## src/rtl/if_fetch_unit_if.sv

```systemverilog
// ============================================================================
// Module      : if_fetch_unit_if
// Description : Instruction-memory request/grant/response bus.
// Revision    : 1.0 - initial release
// ============================================================================
`default_nettype none

interface if_fetch_unit_if;
    logic        req;
    logic [31:0] addr;
    logic        gnt;
    logic        rvalid;
    logic [31:0] rdata;

    modport master (
        output req,
        output addr,
        input  gnt,
        input  rvalid,
        input  rdata
    );

    modport slave (
        input  req,
        input  addr,
        output gnt,
        output rvalid,
        output rdata
    );
endinterface

`default_nettype wire

```

## src/rtl/if_fetch_unit.sv

```systemverilog
// ============================================================================
// Module      : if_fetch_unit
// Description : IF stage - PC, single-outstanding word fetch, skid-buffered
//               IF/ID producer with stall and redirect.
// Revision    : 1.0 - initial release
// ============================================================================
`default_nettype none

module if_fetch_unit #(
    parameter logic [31:0] RESET_PC = 32'h0000_0000,
    parameter logic [31:0] NOP_INST = 32'h0000_0013
) (
    input  wire logic        clk,
    input  wire logic        rst,
    input  wire logic        stall,
    input  wire logic        redirect_valid,
    input  wire logic [31:0] redirect_pc,
    if_fetch_unit_if.master  imem,
    output logic             if_valid,
    output logic [31:0]      if_pc,
    output logic [31:0]      if_inst
);

    localparam logic [1:0] c_st_req   = 2'd0;
    localparam logic [1:0] c_st_wait  = 2'd1;
    localparam logic [1:0] c_st_hold  = 2'd2;
    localparam logic [1:0] c_st_drain = 2'd3;

    logic [1:0]  r_state;
    logic [31:0] r_pc;
    logic [31:0] r_req_pc;
    logic [31:0] r_skid_pc;
    logic [31:0] r_skid_inst;
    logic        w_out_free;

    assign w_out_free = !if_valid || !stall;
    assign imem.req   = (r_state == c_st_req) && !rst;
    assign imem.addr  = r_pc;

    always_ff @(posedge clk) begin
        if (rst) begin
            r_state     <= c_st_req;
            r_pc        <= RESET_PC;
            r_req_pc    <= '0;
            r_skid_pc   <= '0;
            r_skid_inst <= NOP_INST;
            if_valid    <= 1'b0;
            if_pc       <= '0;
            if_inst     <= NOP_INST;
        end else if (redirect_valid) begin
            // Any in-flight response must still be swallowed before refetching.
            r_pc     <= {redirect_pc[31:2], 2'b00};
            if_valid <= 1'b0;
            if_inst  <= NOP_INST;
            case (r_state)
                c_st_req:   r_state <= imem.gnt ? c_st_drain : c_st_req;
                c_st_wait,
                c_st_drain: r_state <= imem.rvalid ? c_st_req : c_st_drain;
                default:    r_state <= c_st_req;
            endcase
        end else begin
            if (if_valid && !stall) begin
                if_valid <= 1'b0;
                if_inst  <= NOP_INST;
            end
            case (r_state)
                c_st_req: begin
                    if (imem.gnt) begin
                        r_req_pc <= r_pc;
                        r_pc     <= r_pc + 32'd4;
                        r_state  <= c_st_wait;
                    end
                end
                c_st_wait: begin
                    if (imem.rvalid) begin
                        if (w_out_free) begin
                            if_valid <= 1'b1;
                            if_pc    <= r_req_pc;
                            if_inst  <= imem.rdata;
                            r_state  <= c_st_req;
                        end else begin
                            r_skid_pc   <= r_req_pc;
                            r_skid_inst <= imem.rdata;
                            r_state     <= c_st_hold;
                        end
                    end
                end
                c_st_hold: begin
                    if (!stall) begin
                        if_valid <= 1'b1;
                        if_pc    <= r_skid_pc;
                        if_inst  <= r_skid_inst;
                        r_state  <= c_st_req;
                    end
                end
                default: begin
                    if (imem.rvalid) begin
                        r_state <= c_st_req;
                    end
                end
            endcase
        end
    end

endmodule

`default_nettype wire

```

## src/flat_wrapper.sv

```systemverilog
// flat-port wrapper written by rule: the top's interface ports become plain ports
module if_fetch_unit_flat 
#(
    parameter logic [31:0] RESET_PC = 32'h0000_0000,
    parameter logic [31:0] NOP_INST = 32'h0000_0013
)
  (clk, rst, stall, redirect_valid, redirect_pc, if_valid, if_pc, if_inst, imem_req, imem_addr, imem_gnt, imem_rvalid, imem_rdata);
  if_fetch_unit_if imem_i ();
  input  wire logic clk;
  input  wire logic rst;
  input  wire logic stall;
  input  wire logic redirect_valid;
  input  wire logic [31:0] redirect_pc;
  output logic if_valid;
  output logic [31:0] if_pc;
  output logic [31:0] if_inst;
  output wire logic [$bits(imem_i.req)-1:0] imem_req;
  output wire logic [$bits(imem_i.addr)-1:0] imem_addr;
  input wire logic [$bits(imem_i.gnt)-1:0] imem_gnt;
  input wire logic [$bits(imem_i.rvalid)-1:0] imem_rvalid;
  input wire logic [$bits(imem_i.rdata)-1:0] imem_rdata;
  assign imem_req = imem_i.req;
  assign imem_addr = imem_i.addr;
  assign imem_i.gnt = imem_gnt;
  assign imem_i.rvalid = imem_rvalid;
  assign imem_i.rdata = imem_rdata;
  if_fetch_unit #(.RESET_PC(RESET_PC), .NOP_INST(NOP_INST)) u_core (.clk(clk), .rst(rst), .stall(stall), .redirect_valid(redirect_valid), .redirect_pc(redirect_pc), .imem(imem_i), .if_valid(if_valid), .if_pc(if_pc), .if_inst(if_inst));
endmodule
```

## config.mk

```make
export PLATFORM = sky130hd
export DESIGN_NAME = if_fetch_unit_flat
export DESIGN_NICKNAME = d
export VERILOG_FILES = /design/src/rtl/if_fetch_unit_if.sv /design/src/rtl/if_fetch_unit.sv /design/src/flat_wrapper.sv
export SDC_FILE = /design/constraint.sdc
export NUM_CORES = 1
export LEC_CHECK = 0
export ABC_AREA = 1
export CAP_MARGIN = 20
export CORE_MARGIN = 2
export CORE_UTILIZATION = 50
export DETAILED_ROUTE_END_ITERATION = 6
export GPL_TIMING_DRIVEN = 1
export PLACE_DENSITY = 0.76
export SYNTH_ARGS = -nofsm -noshare
export SYNTH_HDL_FRONTEND = slang
export SYNTH_SLANG_ARGS = --single-unit
```

## constraint.sdc

```tcl
create_clock -name clk -period 1.9 [get_ports clk]
set_input_delay 0.38 -clock clk [delete_from_list [all_inputs] [get_ports clk]]
set_output_delay 0.38 -clock clk [all_outputs]
set_load 0.05 [all_outputs]
```

* After elaboration in Yosys (flattened, before gate mapping)
Cells that the tools add are included.
** Word-level totals
- Flip-flop bits (word level) :: 195
- Output and inout port bits :: 98
- Bits of input ports :: 70
- Word-level logic and storage cells :: 67
** Cells by class
- Muxes and demuxes :: 27
- Bitwise operators :: 2
- Reduce and logical (&&, ||, !) cells :: 19
- Equality and inequality tests :: 9
- Add/subtract/negate cells :: 1
** Operators with widths (count)
- 32-bit 2-to-1 mux :: 10
- 32-bit one-hot mux with 2 select lines :: 2
- 32-bit by 3-bit adder with 32-bit output, second input constant :: 1
- 2-bit 2-to-1 mux :: 8
- 3-bit inequality test, second input constant :: 3
- 4-bit AND reduction :: 2
- 2-bit one-hot mux with 3 select lines :: 1
- 2-bit nonzero test :: 3
- 5-bit AND reduction :: 1
- 2-bit == test, second input constant :: 2
- 1-bit 2-to-1 mux :: 4
- 2-bit inequality test, second input constant :: 2
- 2-bit one-hot mux with 2 select lines :: 1
- 2-bit AND reduction :: 2
- 4-bit nonzero test :: 1
- 2-bit OR reduction :: 2
- 1-bit logical NOT :: 3
- 3-bit AND reduction :: 1
- 2-bit by 1-bit == test with 1-bit output, second input constant :: 1
- 1-bit logical AND :: 2
- 2-bit logical NOT :: 1
- 2-bit by 1-bit inequality test with 1-bit output, second input constant :: 1
- 1-bit inverter :: 2
- 1-bit one-hot mux with 2 select lines :: 1
- 1-bit logical OR :: 1

* Logic depth before layout (Yosys ltp)
- Word-level depth :: 6
- Gate-level depth with buffers :: 11
- Mapped depth without buffers :: 10

* Worst setup path before layout
Ideal clock, no wire load.
- Kind :: register to register
- From :: register u_core.r_pc[3] (netlist: u_core.imem.addr[3])
- To :: register u_core.r_pc[28] (netlist: u_core.imem.addr[28])
- Library setup time :: 0.132 ns
- Data arrival time :: 1.708 ns
- Slack :: 0.060 ns
- Data required time :: 1.768 ns
- Period minus slack after synthesis :: 1.840 ns
- Buffers on the path :: 0
- Stages on the path, launching flop included :: 11
- Cell sequence :: dfxtp_1 -> ha_1 -> nand2_1 -> nor2_2 -> nand2_1 -> nor2_1 -> nand2_1 -> nand2_1 -> nand3_1 -> nand2_1 -> a21oi_1
** On the way
- Longest elaborated chain between the ends :: 4
** Ends and longest elaborated chain
- from (decl) :: line if_fetch_unit.sv:30 : logic [31:0] r_pc;
- from (signal assigned) :: line if_fetch_unit.sv:52 : r_pc <= {redirect_pc[31:2], 2'b00};
- from (signal assigned) :: line if_fetch_unit.sv:70 : r_pc <= r_pc + 32'd4;
- 32-bit by 3-bit adder with 32-bit output :: line if_fetch_unit.sv:70
- 32-bit 2-to-1 mux :: line if_fetch_unit.sv:68 : if (imem.gnt) begin
- 32-bit 2-to-1 mux :: line if_fetch_unit.sv:66 : case (r_state)
- 32-bit 2-to-1 mux :: line if_fetch_unit.sv:50 : end else if (redirect_valid) begin
Every way passes these cells. The select of a mux whose other input is x is not followed.
A chain may end at the register's enable or synchronous reset.

* Worst setup path after layout
- From :: register u_core.r_state[0]
- To :: output imem_req
** On the way
- Longest elaborated chain between the ends :: 2
** Ends and longest elaborated chain
- from (decl) :: line if_fetch_unit.sv:29 : logic [1:0] r_state;
- from (signal assigned) :: line if_fetch_unit.sv:42 : r_state <= c_st_req;
- from (signal assigned) :: line if_fetch_unit.sv:56 : c_st_req: r_state <= imem.gnt ? c_st_drain : c_st_req;
- from (signal assigned) :: line if_fetch_unit.sv:58 : c_st_drain: r_state <= imem.rvalid ? c_st_req : c_st_drain;
- 2-bit logical NOT :: line if_fetch_unit.sv:37 : assign imem.req = (r_state == c_st_req) && !rst;
- 1-bit logical AND :: line if_fetch_unit.sv:37
- to (decl) :: line flat_wrapper.sv:17 : output wire logic [$bits(imem_i.req)-1:0] imem_req;
Every way passes these cells.

==> metrics list <==
- Run status: completed
- Net switching fraction of the power: 0.361
* Number of placed cells counting well taps: 1,564
* Proportion of synthesized chip area in sequential cells: 0.446
* Chip Width: 134 um
- The count of pins over their slew limit was 0.
- Area overhead of the layout relative to synthesis: 30.2%
- Clk_skew: 0.00687 ns
- Die boundary height: 134 um
- Adding up every negative setup slack in the final design gives 0 ns.
* RR Endpoint: u_core.r_skid_inst[21]
- Clock input transition at the sequential cells of the worst setup and hold paths: 0.07 ns
* Max-slew headroom at the worst pin: 0.657
- Post-synthesis instance total: 1,197
- The startpoint identified for the worst register-to-register timing path is u_core.r_state[1].
- The worst hold path passes through 2 cells.
* Max Root-Sink Buffers: 2
- Counting the fill cells in the layout gives 1,482.
- In this run the power spent charging and discharging nets is 3.93 mW.
- Global-route congestion overflow total: 0
- The finished cells cover 10,900 um^2.
- Entering global routing, the biggest net connects 66 pins.
* Setup crit start kind: flop
* Endpoints failing hold: 0
- Setup crit end kind: output pin
* TritonCTS clock tree: yes
- Top cells by area in the synthesized netlist: dfxtp_1 45%, nand2_1 12%, o21ai_0 7.0%, a21oi_1 6.6%, nand3_1 5.6%
* Final setup violation count: 0
- Combinational share of power: 0.274
- Summed over all nets, the half-perimeter wirelength after detailed placement is 16,900 um.
* Vias: 8,556
- The core region is 16,500 um^2.
* Clock insertion delay at the later pin of the skew report: 0.44 ns
- The first global-routing pass estimated 39,300 um of wire.
- Critical Path, Cell by Cell: inv_1 -> ha_2 -> inv_1 -> nor2_4 -> buf_12
- Root Driver: clkbuf_16
- CTS H-tree lvls: 4
- Across the run, the number of max-cap violations was 0.
- At the worst endpoint, the required time is 1.52 ns.
- Mean instance size in the synthesized netlist: 7.02 um^2
* Highest clock frequency the design can meet: 544 MHz
- Buffers placed on the I/O ports in this run total 161.
- For the pin with the worst max-slew slack, the measured transition is 0.517 ns.
- The finished layout holds 1,597 standard cells, fillers aside.
- Worst min-delay path startpoint: u_core.if_inst[15]
- Area share of the largest cell type after synthesis: 0.446
- Hold-fix buffers, CTS: 0
- Placed instance area: 10,400 um^2
- For hold timing, the worst endpoint is u_core.if_inst[15].
* Minimum period implied by the final worst setup slack: 1.84 ns
- Once detail routing completed, the nets flagged for antenna violations numbered 0.
- Arrival time reported for the critical path endpoint: 1.46 ns
- Die footprint: 17,900 um^2
- Unrepaired setup endpoints after global routing: yes
* Relative contribution of the clock network to total power: 0.318
* Final net count: 1,439
* Critical Path Most Common Cell: inv_1
- Sequential share of power: 0.408
- Maximum fanout count along the critical path: 4
- For this block, the initial DRC count from the detailed router was 775.
- DRT Pass-1 Iters: 5
- Share of synthesized flip-flops with an asynchronous set or reset: 0
- Netlist cell types: 35
- Yosys mapped a number of flops with a built-in enable equal to 0.
* Area of the mapped netlist: 8400 um^2
- In the final routed layout, each cell accounts on average for 15.2 um.
* Final critical-path share of the clock period: 0.968
- In the global route stage, overall resource usage came out at 0.272.
* Post-detailed-route via-to-cell ratio: 5.36
- Number of antenna violations at the first check in global routing: 0
- Worst Hold Class: reg -> reg
* Setup slack, reg-to-reg: 0.11 ns
- Worst path slowest cell: dfxtp_2
* Peak supply drop: 0.771 mV
- Final Wtd Congestion: 0.919
- Internal portion of total power: 6.95 mW
- dfxtp_1 takes more of the synthesized area than any other cell.
- Leakage power total: 4.56 nW
- # IOs: 168
- Worst stage delay on the critical path: 0.34 ns
- By startpoint and endpoint, the worst setup path is classified as reg -> out.
- Starting density of the core: 0.509
- Synth Register Bits: 187
* Prevailing post-synth register cell: dfxtp_1
* Count of warnings emitted by yosys: 0
- Num CTS Buffers: 17
* Diode count: 0
- Number of global-route vias before repair: 7,815
- Clock sink total: 187
- For this run, design rule violations remaining after detail routing come to 0.
* Detailed Route WL: 24,200 um
- Power per Cell Area: 995 nW/um^2
- Number of cell rows: 47
- Ratio of cells with drive above 1 in the final layout: 0.147
- Critical Path Start: u_core.r_state[0]
- Counting cells, the worst reg-to-reg path comes to 9.
synth_stat cells (all sizes together) (2+ instances only):
master,n
nand2,280
dfxtp,187
o21ai,146
nor2,123
a21oi,111
inv,98
nand3,94
buf,42
clkbuf,39
a31oi,35
nor3,10
a22oi,6
ha,5
o22ai,5
o211ai,4
a211oi,3
o311ai,2
layer usage:
layer,up-vias,track usage,share of wire
met1,3948,0.384,0.46
met4,0,0.0969,0.024
met2,291,0.424,0.46
met5,-,0,0
li1,4277,-,-
met3,40,0.0396,0.055
cells by family (layout without fill, tap and decap cells):
kind of cell / Yosys count / in the layout / synth area share
xor+xnor: 1 / 1 / 0.00104
simple gates: 508 / 508 / 0.251
compound gates: 316 / 316 / 0.202
fa+ha+maj: 5 / 5 / 0.00744
flops: 187 / 187 / 0.446
other cells: 1 / 4 / 0.000446
buf+inv: 179 / 356 / 0.0925
placed cells by master, fill, tap and decap left out, types with 6 or more instances in the layout:
| master | n |
|---|---|
| inv_2 | 10 |
| nand3_1 | 94 |
| inv_1 | 87 |
| a22oi_1 | 6 |
| nor3_1 | 8 |
| buf_12 | 13 |
| buf_4 | 120 |
| nor2_1 | 110 |
| dlygate4sd2_1 | 25 |
| o21ai_1 | 29 |
| a21oi_1 | 110 |
| a31oi_1 | 35 |
| nand2_1 | 275 |
| o21ai_0 | 117 |
| dfxtp_1 | 185 |
| inv_6 | 7 |
| nor2_2 | 8 |
| clkbuf_16 | 18 |
| clkdlybuf4s50_1 | 67 |
repair_timing:
action                                  in CTS  in global routing
pin swaps                                    0                  0
cloned                                       0                  1
buffers inserted                             0                  0
gates resized for setup                     27                  3
endpoints found under the setup margin      26                 17
layout make-up:
cell class | count | area (um^2) | share of cell area
clock buffer | 18 | 439 | 0.0401
clock inverter | 14 | 128 | 0.0117
inverter | 98 | 370 | 0.0339
timing repair buffer | 226 | 2080 | 0.190
sequential | 187 | 3750 | 0.342
multi-input combinational | 834 | 3910 | 0.357
tap | 220 | 275 | 0.0252
power by group through the flow:
stage / registers (mW) / logic, mW / clock network [mW]
final: 4.44 / 2.98 / 3.46
after global routing: 4.48 / 3.22 / 3.64
after CTS: 4.44 / 2.98 / 3.48
after detailed placement: 4.52 / 2.96 / 0
after global placement: 4.52 / 2.93 / 0
after floorplan: 5.16 / 1.27 / 0
critical path, delay by kind of cell (launching register included):
| family | cells | cell delay [ns] |
|---|---|---|
| flops | 1 | 0.34 |
| buf+inv | 3 | 0.32 |
| simple gates | 1 | 0.14 |
| fa+ha+maj | 1 | 0.22 |
registers in the layout, summed over array words and instances, names as in the netlist:
signal / flops
u_core.r_req_pc: 30
u_core.imem.addr: 30
u_core.if_valid: 1
u_core.r_state: 2
u_core.r_skid_pc: 30
u_core.r_skid_inst: 32
u_core.if_pc: 30
u_core.if_inst: 32
through the flow:
stage               hold slack, ns  utilization  setup WS (ns)  power (mW)
detailed placement           0.446        0.627        -0.0859        7.49
CTS                          0.459        0.660         0.0125        10.9
global route                 0.472        0.662        -0.0136        11.3
global placement             0.438        0.627        -0.0409        7.45
floorplan                    0.430            -         0.0602        6.43
finish                       0.458        0.662         0.0602        10.9
worst max path at each step:
| stage | end | slack (ns) | cells past startpoint |
|---|---|---|---|
| finish | imem_req | 0.06 | 5 |
| global route | u_core.r_skid_pc[30] | -0.01 | 10 |
| CTS | imem_req | 0.01 | 5 |
| detailed placement | u_core.r_skid_inst[21] | -0.09 | 8 |
| global placement | u_core.imem.addr[24] | -0.04 | 9 |
| floorplan | u_core.imem.addr[28] | 0.06 | 10 |
(Power assumes the default switching activity.)
